## config.mk

```make
export PLATFORM = sky130hd
export DESIGN_NAME = serial_frame_builder_flat
export DESIGN_NICKNAME = d
export VERILOG_FILES = /design/src/rtl/serial_frame_builder_pkg.sv /design/src/rtl/serial_frame_builder_if.sv /design/src/rtl/serial_frame_builder_byte_buffer.sv /design/src/rtl/serial_frame_builder.sv /design/src/flat_wrapper.sv
export SDC_FILE = /design/constraint.sdc
export NUM_CORES = 1
export LEC_CHECK = 0
export CAP_MARGIN = 5
export CORE_MARGIN = 3
export CORE_UTILIZATION = 58
export DETAILED_ROUTE_END_ITERATION = 8
export PLACE_DENSITY = 0.79
export SLEW_MARGIN = 20
export SYNTH_ARGS = -nofsm -noshare
export SYNTH_HDL_FRONTEND = slang
export SYNTH_HIERARCHICAL = 1
export SYNTH_SLANG_ARGS = --single-unit
```

## constraint.sdc

```tcl
create_clock -name clk -period 7.3 [get_ports clk]
set_input_delay 1.46 -clock clk [delete_from_list [all_inputs] [get_ports clk]]
set_output_delay 1.46 -clock clk [all_outputs]
set_load 0.03 [all_outputs]
```

## src/rtl/serial_frame_builder_pkg.sv

```systemverilog
// Shared types and constants for the serial frame builder and its downstream detector.
package serial_frame_builder_pkg;

    localparam int unsigned SFB_LEN_W   = 8;
    localparam int unsigned SFB_PAT_LEN = 4;
    localparam logic [7:0]  SFB_PATTERN = 8'b0000_1011;

    typedef enum logic [2:0] {
        IDLE,
        PAT,
        LEN,
        PAY,
        PAR,
        DONE
    } sfb_state_t;

    // Number of payload bytes needed to carry n bits (ceil(n/8)).
    function automatic logic [5:0] sfb_byte_count(input logic [SFB_LEN_W-1:0] n);
        return 6'((9'(n) + 9'd7) >> 3);
    endfunction

endpackage

```

## src/rtl/serial_frame_builder_if.sv

```systemverilog
// Request/payload handshake and serial output bundle of the frame builder.
interface serial_frame_builder_if;
    import serial_frame_builder_pkg::*;

    logic                 start;
    logic [SFB_LEN_W-1:0] len;
    logic [7:0]           data;
    logic                 data_valid;
    logic                 data_ready;
    logic                 serout;
    logic                 busy;
    logic                 done;
    logic                 underrun;

    modport master (
        output start, len, data, data_valid,
        input  data_ready, serout, busy, done, underrun
    );

    modport slave (
        input  start, len, data, data_valid,
        output data_ready, serout, busy, done, underrun
    );

endinterface

```

## src/rtl/serial_frame_builder_byte_buffer.sv

```systemverilog
// sfb_byte_buffer: holding + shift register feeding payload bits, with
// valid/ready fetch accounting and empty (underrun) detection.
module sfb_byte_buffer
    import serial_frame_builder_pkg::*;
(
    input  logic                 clk,
    input  logic                 rst,
    input  logic                 load,
    input  logic [SFB_LEN_W-1:0] len_in,
    input  logic                 active_nxt,
    input  logic                 pay_en,
    input  logic [2:0]           pos,
    input  logic [7:0]           data,
    input  logic                 data_valid,
    output logic                 data_ready,
    output logic                 bit_c,
    output logic                 empty_c
);

    logic [7:0] sh_q, sh_d;
    logic [7:0] hold_q, hold_d;
    logic       sh_vld_q, sh_vld_d;
    logic       hold_vld_q, hold_vld_d;
    logic [5:0] fetch_q, fetch_d;
    logic       ready_q, ready_d;
    logic       xfer;

    assign data_ready = ready_q;
    assign xfer       = data_valid && ready_q;

    // Bit selection, register movement and fetch bookkeeping.
    always_comb begin
        sh_d       = sh_q;
        sh_vld_d   = sh_vld_q;
        hold_d     = hold_q;
        hold_vld_d = hold_vld_q;
        fetch_d    = fetch_q;
        bit_c      = 1'b0;
        empty_c    = 1'b0;

        if (pay_en) begin
            if (sh_vld_q) begin
                bit_c = sh_q[7];
                sh_d  = {sh_q[6:0], 1'b0};
                if (pos == 3'd7) begin
                    sh_d       = hold_q;
                    sh_vld_d   = hold_vld_q;
                    hold_vld_d = 1'b0;
                end
            end else if (hold_vld_q) begin
                // Late byte: join in at the bit position already reached.
                bit_c      = hold_q[3'd7 - pos];
                hold_vld_d = 1'b0;
                if (pos != 3'd7) begin
                    sh_d     = hold_q << (pos + 3'd1);
                    sh_vld_d = 1'b1;
                end
            end else begin
                empty_c = 1'b1;
            end
        end else if (!sh_vld_q && hold_vld_q) begin
            sh_d       = hold_q;
            sh_vld_d   = 1'b1;
            hold_vld_d = 1'b0;
        end

        if (xfer) begin
            hold_d     = data;
            hold_vld_d = 1'b1;
            fetch_d    = fetch_q - 6'd1;
        end

        if (load) begin
            sh_vld_d   = 1'b0;
            hold_vld_d = 1'b0;
            fetch_d    = sfb_byte_count(len_in);
        end

        ready_d = active_nxt && !hold_vld_d && (fetch_d != 6'd0);
    end

    // Buffer state registers.
    always_ff @(posedge clk or posedge rst) begin
        if (rst) begin
            sh_q       <= '0;
            hold_q     <= '0;
            sh_vld_q   <= 1'b0;
            hold_vld_q <= 1'b0;
            fetch_q    <= '0;
            ready_q    <= 1'b0;
        end else begin
            sh_q       <= sh_d;
            hold_q     <= hold_d;
            sh_vld_q   <= sh_vld_d;
            hold_vld_q <= hold_vld_d;
            fetch_q    <= fetch_d;
            ready_q    <= ready_d;
        end
    end

endmodule

```

## src/rtl/serial_frame_builder.sv

```systemverilog
// Serial frame builder: start pattern, 8-bit length, payload bits, optional parity.
// Define SERIAL_FRAME_PARITY_EN to append an even-parity bit over length and payload.
module serial_frame_builder
    import serial_frame_builder_pkg::*;
#(
    parameter int unsigned PAT_LEN = SFB_PAT_LEN,
    parameter logic [7:0]  PATTERN = SFB_PATTERN
)
(
    input  logic                   clk,
    input  logic                   rst,
    serial_frame_builder_if.slave  bus
);

`ifdef SERIAL_FRAME_PARITY_EN
    localparam sfb_state_t TAIL = PAR;
`else
    localparam sfb_state_t TAIL = DONE;
`endif

    sfb_state_t           state_q, state_d;
    logic [7:0]           idx_q, idx_d;
    logic [SFB_LEN_W-1:0] len_q, len_d;
    logic                 serout_q, serout_d;
    logic                 busy_q, busy_d;
    logic                 done_q, done_d;
    logic                 underrun_q, underrun_d;
`ifdef SERIAL_FRAME_PARITY_EN
    logic                 par_q, par_d;
`endif
    logic                 load_c, pay_en_c, bit_c, empty_c, ready;

    assign bus.serout     = serout_q;
    assign bus.busy       = busy_q;
    assign bus.done       = done_q;
    assign bus.underrun   = underrun_q;
    assign bus.data_ready = ready;

    sfb_byte_buffer u_buf (
        .clk        (clk),
        .rst        (rst),
        .load       (load_c),
        .len_in     (bus.len),
        .active_nxt (busy_d),
        .pay_en     (pay_en_c),
        .pos        (idx_q[2:0]),
        .data       (bus.data),
        .data_valid (bus.data_valid),
        .data_ready (ready),
        .bit_c      (bit_c),
        .empty_c    (empty_c)
    );

    // Next-state, bit counter and control strobes.
    always_comb begin
        state_d  = state_q;
        idx_d    = idx_q;
        len_d    = len_q;
        done_d   = 1'b0;
        load_c   = 1'b0;
        pay_en_c = 1'b0;
        case (state_q)
            IDLE: begin
                if (bus.start) begin
                    load_c  = 1'b1;
                    len_d   = bus.len;
                    idx_d   = '0;
                    state_d = PAT;
                end
            end
            PAT: begin
                if (idx_q == 8'(PAT_LEN - 1)) begin
                    idx_d   = '0;
                    state_d = LEN;
                end else begin
                    idx_d = idx_q + 8'd1;
                end
            end
            LEN: begin
                if (idx_q == 8'd7) begin
                    idx_d   = '0;
                    state_d = (len_q != '0) ? PAY : TAIL;
                end else begin
                    idx_d = idx_q + 8'd1;
                end
            end
            PAY: begin
                pay_en_c = 1'b1;
                if (idx_q == len_q - 8'd1) begin
                    idx_d   = '0;
                    state_d = TAIL;
                end else begin
                    idx_d = idx_q + 8'd1;
                end
            end
`ifdef SERIAL_FRAME_PARITY_EN
            PAR:     state_d = DONE;
`endif
            DONE: begin
                done_d  = 1'b1;
                state_d = IDLE;
            end
            default: state_d = IDLE;
        endcase
        busy_d = state_d inside {PAT, LEN, PAY, PAR};
    end

    // Serial bit selection, underrun flag and running parity.
    always_comb begin
        serout_d   = 1'b0;
        underrun_d = 1'b0;
        case (state_q)
            PAT:     serout_d = PATTERN[3'(PAT_LEN - 1) - idx_q[2:0]];
            LEN:     serout_d = len_q[3'd7 - idx_q[2:0]];
            PAY: begin
                serout_d   = bit_c;
                underrun_d = empty_c;
            end
`ifdef SERIAL_FRAME_PARITY_EN
            PAR:     serout_d = par_q;
`endif
            default: serout_d = 1'b0;
        endcase
`ifdef SERIAL_FRAME_PARITY_EN
        par_d = par_q;
        if (state_q == IDLE) begin
            par_d = 1'b0;
        end else if (state_q == LEN || state_q == PAY) begin
            par_d = par_q ^ serout_d;
        end
`endif
    end

    // Control and output registers.
    always_ff @(posedge clk or posedge rst) begin
        if (rst) begin
            state_q    <= IDLE;
            idx_q      <= '0;
            len_q      <= '0;
            serout_q   <= 1'b0;
            busy_q     <= 1'b0;
            done_q     <= 1'b0;
            underrun_q <= 1'b0;
`ifdef SERIAL_FRAME_PARITY_EN
            par_q      <= 1'b0;
`endif
        end else begin
            state_q    <= state_d;
            idx_q      <= idx_d;
            len_q      <= len_d;
            serout_q   <= serout_d;
            busy_q     <= busy_d;
            done_q     <= done_d;
            underrun_q <= underrun_d;
`ifdef SERIAL_FRAME_PARITY_EN
            par_q      <= par_d;
`endif
        end
    end

endmodule

```

## src/flat_wrapper.sv

```systemverilog
// flat-port wrapper written by rule: the top's interface ports become plain ports
module serial_frame_builder_flat import serial_frame_builder_pkg::*;
#(
    parameter int unsigned PAT_LEN = SFB_PAT_LEN,
    parameter logic [7:0]  PATTERN = SFB_PATTERN
)
  (clk, rst, bus_start, bus_len, bus_data, bus_data_valid, bus_data_ready, bus_serout, bus_busy, bus_done, bus_underrun);
  serial_frame_builder_if bus_i ();
  input  logic clk;
  input  logic rst;
  input wire logic [$bits(bus_i.start)-1:0] bus_start;
  input wire logic [$bits(bus_i.len)-1:0] bus_len;
  input wire logic [$bits(bus_i.data)-1:0] bus_data;
  input wire logic [$bits(bus_i.data_valid)-1:0] bus_data_valid;
  output wire logic [$bits(bus_i.data_ready)-1:0] bus_data_ready;
  output wire logic [$bits(bus_i.serout)-1:0] bus_serout;
  output wire logic [$bits(bus_i.busy)-1:0] bus_busy;
  output wire logic [$bits(bus_i.done)-1:0] bus_done;
  output wire logic [$bits(bus_i.underrun)-1:0] bus_underrun;
  assign bus_i.start = bus_start;
  assign bus_i.len = bus_len;
  assign bus_i.data = bus_data;
  assign bus_i.data_valid = bus_data_valid;
  assign bus_data_ready = bus_i.data_ready;
  assign bus_serout = bus_i.serout;
  assign bus_busy = bus_i.busy;
  assign bus_done = bus_i.done;
  assign bus_underrun = bus_i.underrun;
  serial_frame_builder #(.PAT_LEN(PAT_LEN), .PATTERN(PATTERN)) u_core (.clk(clk), .rst(rst), .bus(bus_i));
endmodule
```

== Word-level counts from Yosys, hierarchy flattened ==
Memory sizes are Yosys's and may differ from the RTL's.
Cells that the tools add are included.
Word-level totals
  register bits: 48
  ROM bits: 8
  bits of input ports: 20
  word-level logic and storage cells: 105
  memories: 1
Cells by class
  add/subtract/negate cells: 7
  order comparisons: 2
  equality and inequality tests: 16
  shift operators: 1
  multiplexer cells: 49
  reduce and logical (&&, ||, !) cells: 16
Memories
  (no name shown): words 8, width 1, read ports 1, clocked after memory_dff 0, write ports 0, line serial_frame_builder.sv:113  | PAT: serout_d = PATTERN[3'(PAT_LEN - 1) - idx_q[2:0]];
Operators with widths (count)
  8-bit two-way mux: 10
  8-bit case mux with 4 select lines: 1
  1-bit two-way mux: 27
  3-bit two-way mux: 5
  3-bit by 2-bit equality test with 1-bit output (second input constant): 4
  6-bit two-way mux: 2
  3-bit case mux with 4 select lines: 1
  8-bit by 3-bit adder with 9-bit output (second input constant): 1
  3-bit equality test (second input constant): 3
  3-bit inequality test (second input constant): 3
  8-bit by 1-bit adder with 8-bit output (second input constant): 1
  8-bit by 2-bit equality test with 1-bit output (second input constant): 1
  8-bit by 3-bit equality test with 1-bit output (second input constant): 1
  8-bit equality test: 1
  3-bit by 4-bit less-than comparator with 1-bit output (second input constant): 2
  4-bit nonzero test: 2
  8-bit nonzero test: 1
  8-bit by 3-bit left shift with 8-bit output: 1
  8-bit by 1-bit subtractor with 8-bit output (second input constant): 1
  1-bit binary-select mux with 3-bit select: 2
  3-bit by 1-bit equality test with 1-bit output (second input constant): 2
  6-bit nonzero test: 1
  6-bit by 1-bit subtractor with 6-bit output (second input constant): 1
  1-bit logical AND: 4
  other kinds (11): 13

== Depth between registers and ports, before layout ==
  word-level depth: 9
  depth in mapped cells: 10

== Cells and area by module ==
Netlist, hierarchy kept.
By module, submodules not included
  sfb_byte_buffer: times used 1, cells an instance 161, area each 1647.8 µm²
  serial_frame_builder: times used 1, cells an instance 169, area each 1606.5 µm²

== Worst setup path after synthesis ==
OpenSTA, ideal clock, no wires.
  path type: in2reg
  from: in bus_start
  to: reg u_core.u_buf.ready_q (netlist: u_core/u_buf/data_ready)
  setup time: 129 ps
  data arrival time: 3119 ps
  slack: 4052 ps
  cell stages on the path: 8
  buffers on the path: 2
  cells stage by stage: nor2b_1 -> and2_1 -> clkbuf_1 -> clkbuf_1 -> a311oi_1 -> a21o_1 -> nand4bb_1 -> o41a_1
RTL lines
  start: declaration: line flat_wrapper.sv:11  | input wire logic [$bits(bus_i.start)-1:0] bus_start;
  1-bit two-way mux: line serial_frame_builder.sv:64  | if (bus.start) begin
  1-bit two-way mux: line serial_frame_builder.sv:62  | case (state_q)
  via u_core.load_c: line serial_frame_builder.sv:31  | logic load_c, pay_en_c, bit_c, empty_c, ready;
  6-bit two-way mux: line serial_frame_builder_byte_buffer.sv:73  | if (load) begin
  via u_core.u_buf.fetch_d[1]: line serial_frame_builder_byte_buffer.sv:24  | logic [5:0] fetch_q, fetch_d;
  6-bit nonzero test: line serial_frame_builder_byte_buffer.sv:79  | ready_d = active_nxt && !hold_vld_d && (fetch_d != 6'd0);
  1-bit logical AND: line serial_frame_builder_byte_buffer.sv:79
  via u_core.u_buf.ready_d: line serial_frame_builder_byte_buffer.sv:25  | logic ready_q, ready_d;
  end signal: assignment: line serial_frame_builder_byte_buffer.sv:97  | ready_q <= ready_d;
  end: declaration: line serial_frame_builder_byte_buffer.sv:25
The timed path passes the listed nets, and every way through them passes these cells.
A chain may end at the register's enable or synchronous reset.

== Worst setup path after layout ==
  from: in bus_start
  to: reg u_core.u_buf.ready_q (netlist: u_core/u_buf/data_ready)
RTL lines (line)
  1-bit two-way mux: serial_frame_builder.sv:64
  1-bit two-way mux: serial_frame_builder.sv:62
  6-bit two-way mux: serial_frame_builder_byte_buffer.sv:73
  via u_core.u_buf.fetch_d[2]: serial_frame_builder_byte_buffer.sv:24
  6-bit nonzero test: serial_frame_builder_byte_buffer.sv:79
  1-bit logical AND: serial_frame_builder_byte_buffer.sv:79
  via u_core.u_buf.ready_d: serial_frame_builder_byte_buffer.sv:25
The timed path passes the listed nets, and every way through them passes these cells.

==> flow_summary.json <==
{
  "status": "finished, final reports clean",
  "clock_path_buffers": 2,
  "hold_path.class": "reg2reg",
  "syn_nets": 357,
  "clk_pin_slew_ps": 100,
  "slowest_stage": "and2_1",
  "fmax_mhz": 285,
  "synth.area.mux_share": 0.152,
  "dp_slack_ps": 3490,
  "path_max_fanout": 22,
  "worst_pin_slew_ps": 938,
  "p_leak_nw": 1.40,
  "io_buffers": 24,
  "synth_edf_count": 0,
  "synthAdderAreaFrac": 0.0269,
  "grt_max_degree": 26,
  "root_buffer": "clkbuf_8",
  "hold_depth": 2,
  "finalSetupTns_ps": 0,
  "combPwrFrac": 0.498,
  "clkLatencyLatePin_ps": 310,
  "fin_area_sq_um": 3620,
  "worstPathRequired_ps": 7490,
  "power.switching_mw": 0.683,
  "first_iter_violations": 264,
  "wl_per_cell_um": 16.7,
  "async_reset_ff_frac": 1.00,
  "startpoint_type": "input port",
  "syn_inst": 330,
  "report.final.hold_viol_count": 0,
  "arrival_ps": 3700,
  "multiInputGateArea_sq_um": 1900,
  "layout_setup_ws_ps": 3790,
  "p_sw_frac": 0.426,
  "clock-skew-final_ps": 13.8,
  "die-area_sq_um": 6550,
  "synth_top_area_share": 0.369,
  "drv_cap": 0,
  "setup-violations-final": 0,
  "die_h_um": 80.9,
  "path_delay_family": "simple AND/OR/NAND/NOR gates",
  "cts_tree": "done",
  "postRouteAntennaNets": 0,
  "synth_compound_area_frac": 0.178,
  "synth-seq-cells": 48,
  "worst-r2r-cell-count": 9,
  "initial_core_util": 0.618,
  "period_share": 0.480,
  "htreeDepth": 2,
  "die_x_um": 80.9,
  "vdd_drop_max_uv": 269,
  "cts_buffers": 5,
  "end_kind": "register",
  "synth_top_family_by_area": "compound AO/OA/AOI/OAI gates",
  "layout.nets": 368,
  "dominantRegCellSynth": "dfrtp_1",
  "synthSimpleGateAreaFrac": 0.174,
  "grt_pass1_vias": 2513,
  "cts_hold_buf": 0,
  "dr.pass1.iters": 5,
  "routed_via_density": 6.25,
  "crit_type": "in2reg",
  "wirelength_mm": 6.88,
  "crit_chain": "clkdlybuf4s50_1, nor2b_1, and2_1, mux2_4, nand4bb_1, o41a_1",
  "cpPeakStageDelay_ps": 700,
  "num_antenna_cells": 0,
  "place_congestion": 0.881,
  "post-route-drc-count": 0,
  "p_clk_frac": 0.146,
  "slew_violations": 0,
  "crit_buf_inv": 1,
  "postPlaceCellArea_sq_um": 3480,
  "cts_setup_buffers": 0,
  "ys_seq_area_frac": 0.369,
  "fillerInstances": 426,
  "layout-drive-gt1-share": 0.135,
  "track_usage": 0.235,
  "post_cts_resized": 0,
  "yosysUniqueCellTypes": 63,
  "ios": 25,
  "rsz0062_at_grt": "no",
  "crit_cells": 6,
  "ys_warn_count": 6,
  "finalCriticalPeriod_ps": 3510,
  "area_growth_pct": 11.3,
  "synth_xor_xnor_area_share": 0.0538,
  "slew_headroom": 0.374,
  "netlist_area_sq_um": 3250,
  "coreArea_sq_um": 5270,
  "power_density_nw_per_um2": 443,
  "vias": 2577,
  "rows": 26,
  "seqPwrFrac": 0.357,
  "seqCellArea_sq_um": 1200,
  "grt_pass1_wl_mm": 12.0,
  "synthTopCellsByArea": "dfrtp_1 37%, mux4_2 6.2%, mux2_2 4.8%",
  "antenna_found_initial": 0,
  "power_mw": 1.60,
  "dp_hpwl_mm": 4.97,
  "cts_sinks": 48,
  "p_int_mw": 0.922,
  "avgSynthCellArea_sq_um": 9.86,
  "grt-ovfl-total": 0,
  "synth_largest_area_cell": "dfrtp_1"
}
==> cells by family (layout without fill, tap and decap cells) <==
| kind of cell | after synthesis | count (layout) |
|---|---|---|
| xor+xnor | 20 | 20 |
| fa+ha+maj | 7 | 7 |
| buf+inv | 34 | 46 |
| mux | 36 | 36 |
| simple gates | 109 | 109 |
| flops | 48 | 48 |
| compound gates | 76 | 76 |
==> worst paths after layout <==
check                                                       from                                 to  slack, ps
min in group asynchronous                                    rst        u_core/idx_q[1]$_DFFE_PP0P_       1650
max in group asynchronous                                    rst   u_core/u_buf/sh_q[6]$_DFFE_PP0P_       5040
worst max register to register       u_core/idx_q[0]$_DFFE_PP0P_  u_core/u_buf/data_ready$_DFF_PP0_       4410
worst min-delay path            u_core/u_buf/sh_q[1]$_DFFE_PP0P_   u_core/u_buf/sh_q[1]$_DFFE_PP0P_        490
worst max-delay path                                   bus_start  u_core/u_buf/data_ready$_DFF_PP0_       3790
worst min register to register  u_core/u_buf/sh_q[1]$_DFFE_PP0P_   u_core/u_buf/sh_q[1]$_DFFE_PP0P_        490
==> per-layer routing <==
layer / part of all wire / global-route usage / vias to the layer above
li1: - / - / 1233
met1: 0.48 / 0.335 / 1248
met2: 0.46 / 0.365 / 86
met3: 0.049 / 0.0299 / 10
met4: 0.016 / 0.0895 / 0
met5: 0 / 0 / -
==> power by group through the flow <==
stage,clock network (mW),registers [mW],logic [mW]
3_5_place_dp,0,0.571,0.793
2_1_floorplan,0,0.488,0.706
5_1_grt,0.247,0.596,0.875
6_report,0.234,0.572,0.799
4_1_cts,0.238,0.567,0.795
3_3_place_gp,0,0.566,0.767
==> cell usage in the layout, fill, tap and decap left out, types with 4 or more instances in the layout <==
cell	Yosys	layout
o31ai_1	5	5
a221oi_1	4	4
nand3_1	11	11
nor2_1	19	19
mux2_2	14	14
clkbuf_8	0	5
o21ai_0	20	20
nor2b_1	5	5
mux4_2	9	9
mux2i_1	12	12
inv_1	13	13
xor2_1	9	9
ha_1	7	7
nor3_1	6	6
a41oi_1	4	4
and2_1	5	5
clkdlybuf4s50_1	0	24
dfrtp_1	48	48
xnor2_1	11	11
nand2_1	40	40
nand4_1	4	4
a21oi_1	12	12
==> worst reg2reg max path, cell delays in order, from the launching register on <==
cell     delay, ps
dfrtp_1        890
ha_1           340
or4b_4         490
nor3_4         210
and3_1         230
nand4_1        100
o21ai_1        150
nor2_1          90
nor2b_1        160
o41a_1         120
==> per-stage QoR <==
step / hold slack, ps / utilization / cells
floorplan: 445 / - / 330
global placement: 462 / 0.661 / 404
detailed placement: 474 / 0.661 / 404
CTS: 498 / 0.687 / 412
global route: 538 / 0.687 / 412
finish: 492 / 0.687 / 412
==> flip-flops by register name, summed over array words and instances, names as in the netlist <==
register                 count
u_core/state_q               3
u_core/idx_q                 8
u_core/u_buf/sh_q            8
u_core/bus.done              1
u_core/bus.underrun          1
u_core/u_buf/hold_vld_q      1
u_core/u_buf/hold_q          8
u_core/u_buf/fetch_q         6
u_core/bus.busy              1
u_core/u_buf/data_ready      1
u_core/len_q                 8
u_core/bus.serout            1
u_core/u_buf/sh_vld_q        1
==> synthesized netlist by cell type, types with 2 or more instances <==
library cell	number
xnor2_1	11
xor2_1	9
buf_6	2
nand2_1	40
inv_1	13
nor3_1	6
nor3b_1	2
a31oi_1	3
o31ai_1	5
o22ai_1	3
o21ai_0	20
a221oi_1	4
ha_1	7
nand4_1	4
clkbuf_1	11
buf_2	6
and2_1	5
or2_1	3
nand3_1	11
nand2b_1	3
nor3_4	2
a41oi_1	4
dfrtp_1	48
mux4_2	9
nor2b_1	5
nor4_1	2
a21oi_1	12
mux2i_1	12
mux2_2	14
nor2_1	19
o21ai_1	3
==> cell type report <==
cell class              instances  share of cell area
clock buffers                   5              0.0190
clock inverters                 3              0.0190
inverters                      14              0.0145
multi-input cells             248               0.525
flip-flops and latches         48               0.332
well taps                      70              0.0242
repair buffers                 24              0.0663
No activity file was read; power rests on OpenSTA's default activity.
